[src/rtl/acc_sat_unit.sv]
// -----------------------------------------------------------------------------
// acc_sat_unit
//   Sequential signed accumulator. A job starts with a one-cycle start pulse
//   carrying the operand count. Each accepted operand is added to or
//   subtracted from the running sum, and the sum saturates on two's-complement
//   overflow instead of wrapping. When the last operand has been absorbed, the
//   unit presents the sum together with a sticky overflow flag.
//
// Ports
//   clk        system clock, rising-edge
//   reset      synchronous active-high reset, highest priority
//   start      begin a job (sampled only in IDLE)
//   num_ops    operand count for the job (sampled with an accepted start)
//   in_valid   operand valid
//   in_ready   unit accepts an operand this cycle
//   in_data    signed operand
//   in_sub     1: acc - in_data, 0: acc + in_data
//   out_valid  result available
//   out_ready  downstream accepts the result
//   out_data   final saturated sum
//   out_ovf    sticky flag: at least one step of the job saturated
//   busy       high in every state except IDLE
//   dbgState   current FSM state (IDLE=0, ACCUM=1, DONE=2)
//
// Handshake: a transfer happens on a rising edge where valid and ready are both
// high. Ready never depends on valid; both are decoded from registered state.
// A producer that raises valid holds it and its data until the transfer.
// -----------------------------------------------------------------------------
module acc_sat_unit #(
  parameter int LEN   = 16,
  parameter int CNT_W = 8
) (
  input  logic             clk,
  input  logic             reset,
  input  logic             start,
  input  logic [CNT_W-1:0] num_ops,
  input  logic             in_valid,
  output logic             in_ready,
  input  logic [LEN-1:0]   in_data,
  input  logic             in_sub,
  output logic             out_valid,
  input  logic             out_ready,
  output logic [LEN-1:0]   out_data,
  output logic             out_ovf,
  output logic             busy,
  output logic [1:0]       dbgState
);

  localparam logic [1:0] IDLE  = 2'd0;
  localparam logic [1:0] ACCUM = 2'd1;
  localparam logic [1:0] DONE  = 2'd2;

  localparam logic [LEN-1:0] MAX_VAL = {1'b0, {(LEN-1){1'b1}}};
  localparam logic [LEN-1:0] MIN_VAL = {1'b1, {(LEN-1){1'b0}}};

  logic [1:0]       state;
  logic [LEN-1:0]   acc;
  logic [CNT_W-1:0] count;
  logic             sticky;

  logic [LEN:0]     wideAcc;
  logic [LEN:0]     wideOp;
  logic [LEN:0]     wideSum;
  logic             stepOvf;
  logic [LEN-1:0]   stepRes;
  logic             xfer;

  // One-step arithmetic at LEN+1 bits. With sign-extended operands the
  // LEN-bit result overflowed exactly when the two top bits disagree; this is
  // the same condition as comparing the operand and result signs for add and
  // sub. Saturation direction follows the sign of the accumulator, which on
  // overflow is always the side the true result escaped towards.
  always_comb begin
    wideAcc = {acc[LEN-1], acc};
    wideOp  = {in_data[LEN-1], in_data};
    wideSum = in_sub ? (wideAcc - wideOp) : (wideAcc + wideOp);
    stepOvf = wideSum[LEN] ^ wideSum[LEN-1];
    stepRes = wideSum[LEN-1:0];
    if (stepOvf) begin
      stepRes = acc[LEN-1] ? MIN_VAL : MAX_VAL;
    end
  end

  assign xfer = in_valid && (state == ACCUM);

  always_ff @(posedge clk) begin
    if (reset) begin
      state  <= IDLE;
      acc    <= '0;
      count  <= '0;
      sticky <= 1'b0;
    end else begin
      case (state)
        IDLE: begin
          if (start) begin
            acc    <= '0;
            sticky <= 1'b0;
            count  <= num_ops;
            state  <= (num_ops != '0) ? ACCUM : DONE;
          end
        end
        ACCUM: begin
          if (xfer) begin
            acc   <= stepRes;
            count <= count - CNT_W'(1);
            if (stepOvf) begin
              sticky <= 1'b1;
            end
            if (count == CNT_W'(1)) begin
              state <= DONE;
            end
          end
        end
        DONE: begin
          if (out_ready) begin
            state <= IDLE;
          end
        end
        default: state <= IDLE;
      endcase
    end
  end

  // acc and sticky are only cleared by a new start, so the last result stays
  // visible on out_data/out_ovf through IDLE.
  assign in_ready  = (state == ACCUM);
  assign out_valid = (state == DONE);
  assign busy      = (state != IDLE);
  assign out_data  = acc;
  assign out_ovf   = sticky;
  assign dbgState  = state;

endmodule

[config.mk]
export PLATFORM = sky130hd
export DESIGN_NAME = acc_sat_unit
export DESIGN_NICKNAME = d
export VERILOG_FILES = /design/src/rtl/acc_sat_unit.sv
export SDC_FILE = /design/constraint.sdc
export NUM_CORES = 1
export LEC_CHECK = 0
export ABC_AREA = 1
export BUFFER_PORTS_ARGS = -buffer_cell sky130_fd_sc_hd__buf_4
export CORE_ASPECT_RATIO = 0.8
export CORE_MARGIN = 10
export CORE_UTILIZATION = 57
export DETAILED_ROUTE_END_ITERATION = 8
export GPL_ROUTABILITY_DRIVEN = 0
export GPL_TIMING_DRIVEN = 0
export PLACE_DENSITY_LB_ADDON = 0.25
export SLEW_MARGIN = 40
export SYNTH_ARGS = -nofsm -noshare
export SYNTH_HDL_FRONTEND = slang
export SYNTH_SLANG_ARGS = --single-unit
[constraint.sdc]
create_clock -name clk -period 3.4 [get_ports clk]
set_input_delay 0 -clock clk [delete_from_list [all_inputs] [get_ports clk]]
set_output_delay 0 -clock clk [all_outputs]
set_load 0.1 [all_outputs]
# ---- After elaboration in Yosys (flattened, before gate mapping)
# Cells that the tools add are included.
dict set report totals {
  register_bits 27
  in_bits 30
  out_inout_bits 22
  elab_cells 43
}
dict set report op_classes {
  addsub 3
  eq_ne 8
  n_mux 19
  bitwise 1
  reduce_logical 8
}
# operator n
set op_table {}
lappend op_table {{$mux W16} 4}
lappend op_table {{$pmux W16 S2} 1}
lappend op_table {{$add A16 B16 Y17} 1}
lappend op_table {{$mux W17} 1}
lappend op_table {{$sub A16 B16 Y17} 1}
lappend op_table {{$mux W8} 2}
lappend op_table {{$pmux W8 S2} 1}
lappend op_table {{$mux W2} 5}
lappend op_table {{$eq A8 B1 Y1 const B} 1}
lappend op_table {{$ne A2 B1 Y1 const B} 4}
lappend op_table {{$reduce_and A4 Y1} 2}
lappend op_table {{$reduce_bool A8 Y1} 1}
lappend op_table {{$sub A8 B1 Y8 const B} 1}
lappend op_table {{$pmux W2 S3} 1}
lappend op_table {{$reduce_bool A2 Y1} 2}
lappend op_table {{$mux W1} 3}
lappend op_table {{$reduce_and A3 Y1} 1}
lappend op_table {{$eq A2 B1 Y1 const B} 1}
lappend op_table {{$eq A2 B2 Y1 const B} 1}
lappend op_table {{$logic_not A2 Y1} 1}
lappend op_table {{$ne A2 B2 Y1 const B} 1}
lappend op_table {{$pmux W1 S2} 1}
lappend op_table {{$logic_and A1 B1 Y1} 1}
lappend op_table {{$xor A1 B1 Y1} 1}

# ---- Logic depth before layout (Yosys ltp)
dict set report depth {
  depth_word 6
  mapped_depth 25
  depth_no_buf 24
}

# ---- Worst setup path after synthesis
# Ideal clock, no wire load.
dict set report synth_path {
  path_kind {register -> register}
  from {register acc[0] (netlist: out_data[0])}
  to {register acc[12] (netlist: out_data[12])}
  setup_ps 67
  arrival_ps 3200
  required_ps 3333
  setup_slack_ps 134
  path_stages_with_launch 18
  n_path_buf 1
  period_less_slack_ps 3266
  cell_sequence {dfxtp_1 inv_1 ha_1 fa_1 nor2_1 nor2_1 nor2_1 nor2_1 inv_1 nand2_1 o211ai_1 nand3_1 nand2_1 ha_1 a211oi_4 buf_6 nand2_1 a21oi_2}
}
dict set report synth_via {
  elab_chain_len 6
  elab_cells_between_ends 7
  cone_classes {2 x add/sub; 4 x mux; 1 x bitwise}
}
# item line_no
set synth_rtl {}
lappend synth_rtl {{start: declaration} 57} ;# logic [LEN-1:0] acc;
lappend synth_rtl {{start signal: assignment} 104} ;# acc <= stepRes;
lappend synth_rtl {{$add A16 B16 Y17 or $sub A16 B16 Y17 (tied branches)} 76} ;# wideSum = in_sub ? (wideAcc - wideOp) : (wideAcc + wideOp);
lappend synth_rtl {{$mux W17 *} 76}
lappend synth_rtl {{$xor A1 B1 Y1} 77} ;# stepOvf = wideSum[LEN] ^ wideSum[LEN-1];
lappend synth_rtl {{$mux W16 *} 79} ;# if (stepOvf) begin
lappend synth_rtl {{$mux W16 *} 103} ;# if (xfer) begin
lappend synth_rtl {{$pmux W16 S2 *} 93} ;# case (state)
# Mark *: on every way between the ends. The rest lies on a longest branch, timed or not. The select of a mux whose other input is x is not followed.
# A chain may end at the register's enable or synchronous reset.

# ---- Worst setup path after layout
dict set report layout_path {
  from {input port in_data[0]}
  to {register sticky (netlist: out_ovf)}
}
dict set report layout_via {
  elab_chain_len 5
  elab_cells_between_ends 6
  cone_classes {2 x add/sub; 1 x eq/ne; 1 x mux; 1 x bitwise; 1 x reduce/logical}
}
# item line_no
set layout_rtl {}
lappend layout_rtl {{start: declaration} 39} ;# input logic [LEN-1:0] in_data,
lappend layout_rtl {{$add A16 B16 Y17 or $sub A16 B16 Y17 (tied branches)} 76}
lappend layout_rtl {{$mux W17 *} 76}
lappend layout_rtl {{$xor A1 B1 Y1 *} 77}
lappend layout_rtl {{$ne A2 B1 Y1 (no line) *} -}
lappend layout_rtl {{$reduce_and A4 Y1 (no line) *} -}
lappend layout_rtl {{end signal: assignment} 91} ;# sticky <= 1'b0;
lappend layout_rtl {{end signal: assignment} 97} ;# sticky <= 1'b0;
lappend layout_rtl {{end signal: assignment} 107} ;# sticky <= 1'b1;
lappend layout_rtl {{end: declaration} 59} ;# logic sticky;
# Mark *: on every way between the ends. The rest lies on a longest branch, timed or not.

==> impl_metrics.tcl <==
set metrics [dict create \
    status "finished with violations" \
    failed_checks "negative setup slack" \
    post-place-ws_ns -0.399 \
    dp.final_hpwl_um 6430 \
    first_pass_iters 6 \
    synth_area_leaders "dfxtp_1 (19%), nand2_1 (19%), inv_1 (11%)" \
    clock_sinks 27 \
    dpl-instance-area_um2 3270 \
    setup_slack_ns -0.0389 \
    grt_max_degree 17 \
    ant_nets 0 \
    postSynthAreaPerCell_um2 5.95 \
    ys_types 40 \
    fillers 410 \
    rows 22 \
    vias 3248 \
    clock_path_buffers 2 \
    synth-seq-cells 27 \
    ir_drop_uv 922 \
    syn_area_um2 2820 \
    yosysTopAreaCell "dfxtp_1" \
    drc 0 \
    design_area_um2 3490 \
    pin_count 52 \
    drt-total-wl_um 8580 \
    die_height_um 82.9 \
    cp-end-kind "flip-flop" \
    drive_gt1_share_pct 18.7 \
    portBuffers 50 \
    setup-violations-final 1 \
    r2r_end "out_ovf" \
    fin_crit_ns 3.44 \
    arrival_ns 3.62 \
    min_path_type "input port to flip-flop" \
    cts_buffers 3 \
    seq_area_um2 541 \
    hold_depth 3 \
    drv_slew 0 \
    crit_required_ns 3.58 \
    ys_seq_area_share_pct 19.2 \
    path_class "input port to flip-flop" \
    clockRootBuffer "clkbuf_8" \
    yosysMostFrequentCell "nand2_1" \
    dieWidth_um 98.6 \
    grt_overflow 0 \
    regToRegSetupSlack_ns 0.41 \
    n_antenna_cell 0 \
    min_to "count[3]" \
    synth_flop_cell "dfxtp_1" \
    htree_num_levels 1 \
    insertion_delay_ns 0.29 \
    antenna_found_initial 0 \
    yosys-top-cells-count "nand2_1 (139), inv_1 (85), nor2_1 (47)" \
    rr_startpoint "out_data[0]" \
    maxCapViolations 0 \
    coreArea_um2 4680 \
    cp-start-kind "input port" \
    synth_warnings 0 \
    async_reset_ff_share_pct 0 \
    max_freq_ghz 0.291 \
    slew_headroom_pct 65.8 \
    synth_fp_nets 524 \
    start_util_pct 60.2 \
    synth_edf_count 0 \
    power.density_nw_per_um2 975 \
    area_growth_pct 23.9 \
    viasPerCell 5.47 \
    yosysTopAreaCellShare_pct 19.2 \
    multi_input_area_um2 1970 \
    min_from "num_ops[3]" \
    drt_iter0_markers 289 \
    die_area_um2 8170 \
    nets 586 \
    clk_pin_slew_ns 0.11 \
    finalHoldViolCount 0 \
    fin_worst_skew_ns 0.00684 \
    worst_slew_pin_slew_ns 0.513 \
    wl_per_cell_um 14.4 \
    grt_pass1_vias 2988 \
    grt_pass1_wl_um 13500 \
    track_usage_pct 18.9 \
    fin_util_pct 74.6 \
    syn_inst 473 \
    critPathMaxFanout 10 \
    cts_tree "yes" \
    reg2reg_depth 18 \
    fin_crit_sh_pct 101 \
    p_leak_nw 1.81 \
]
cells by family (layout without fill, tap and decap cells):
family	Yosys count	after routing	share of synthesized area [%]
xor+xnor	19	19	5.91
simple gates	232	232	34.3
buf+inv	97	158	14.5
fa+ha+maj	21	21	9.60
compound gates	77	77	16.4
flops	27	27	19.2
report_power, final:
part	leakage, nW	internal, mW	switching [mW]
logic	1.57	0.775	1.86
registers	0.221	0.437	0.118
clock network	0.0217	0.0838	0.122
total	1.81	1.30	2.10
per-stage QoR:
stage          instances  hold WS [ns]  power, mW  setup TNS (ns)
6_report             594        0.0125       3.40         -0.0389
5_1_grt              594        0.0339       3.64           -2.40
4_1_cts              590        0.0127       3.24               0
3_5_place_dp         583         0.191       3.02           -5.66
3_3_place_gp         583         0.185       2.96           -4.38
2_1_floorplan        473        0.0730       2.48               0
sequential cells by signal (all words and copies together), names as in the netlist:
name / flops
out_data: 16
count: 8
dbgState: 2
out_ovf: 1
final cells by class:
type,instances,area share (%)
clock inverters,1,0.215
multi-input cells,349,56.5
repair buffers,57,12.7
inverters,89,9.65
flip-flops and latches,27,15.5
plain buffers,8,2.15
well taps,60,2.15
clock buffers,3,1.18
layout by cell type, fill, tap and decap left out, types with 2 or more instances in the layout:
cell           Yosys  routed
nand2_1          139     137
inv_1             85      84
buf_4              0      53
nor2_1            47      43
nand3_1           33      32
a21oi_1           33      31
dfxtp_1           27      27
o21ai_0           21      21
ha_1              20      15
xor2_1            14      13
buf_6              4       6
nor2_2             2       5
o21ai_1            5       5
xnor2_1            5       5
a21oi_2            3       5
nand4_1            4       4
clkbuf_8           1       4
inv_2              2       3
nand2_2            1       3
ha_4               0       3
dlygate4sd3_1      0       3
nor2_4             1       2
o31ai_1            3       2
o211ai_1           2       2
a211oi_1           2       2
ha_2               0       2
worst max-delay path, stage by stage:
cell and delay (ns):
buf_4 0.11, inv_1 0.07, ha_2 0.18, inv_1 0.06, nor2_2 0.10, nand3_2 0.11, nor3_4 0.30, nand3_1 0.17
nand2_2 0.11, o21ai_1 0.09, xor2_1 0.15, ha_2 0.39, inv_2 0.07, o31ai_2 0.27, a21oi_1 0.07, nand2_1 0.15
xor2_2 0.20, ha_4 0.25, inv_1 0.14, buf_4 0.23, nor2_1 0.08, o21ai_0 0.24, a21oi_1 0.07
routing by layer:
layer / GRT usage [%] / share of wire (%)
met4: 6.21 / 1.7
met1: 26.0 / 45
met5: 0 / 0
met3: 2.90 / 8.6
met2: 29.0 / 45
timing repair:
item,in CTS,in global routing
endpoints found under the hold margin,4,0
setup endpoints to repair,15,17
hold buffers,3,0
gates cloned,0,1
resized for setup,3,24
buffers inserted,0,3
pin swaps,1,7
how the worst max path moves through the flow:
stage | end | depth (start not counted) | from
final | out_ovf | 23 | in_data[0]
after global routing | out_ovf | 25 | in_data[1]
after CTS | out_data[14] | 22 | in_data[0]
after detailed placement | out_ovf | 23 | in_data[0]
after global placement | out_data[12] | 22 | in_data[0]
after floorplan | out_data[12] | 17 | out_data[0]
(Power assumes the default switching activity.)
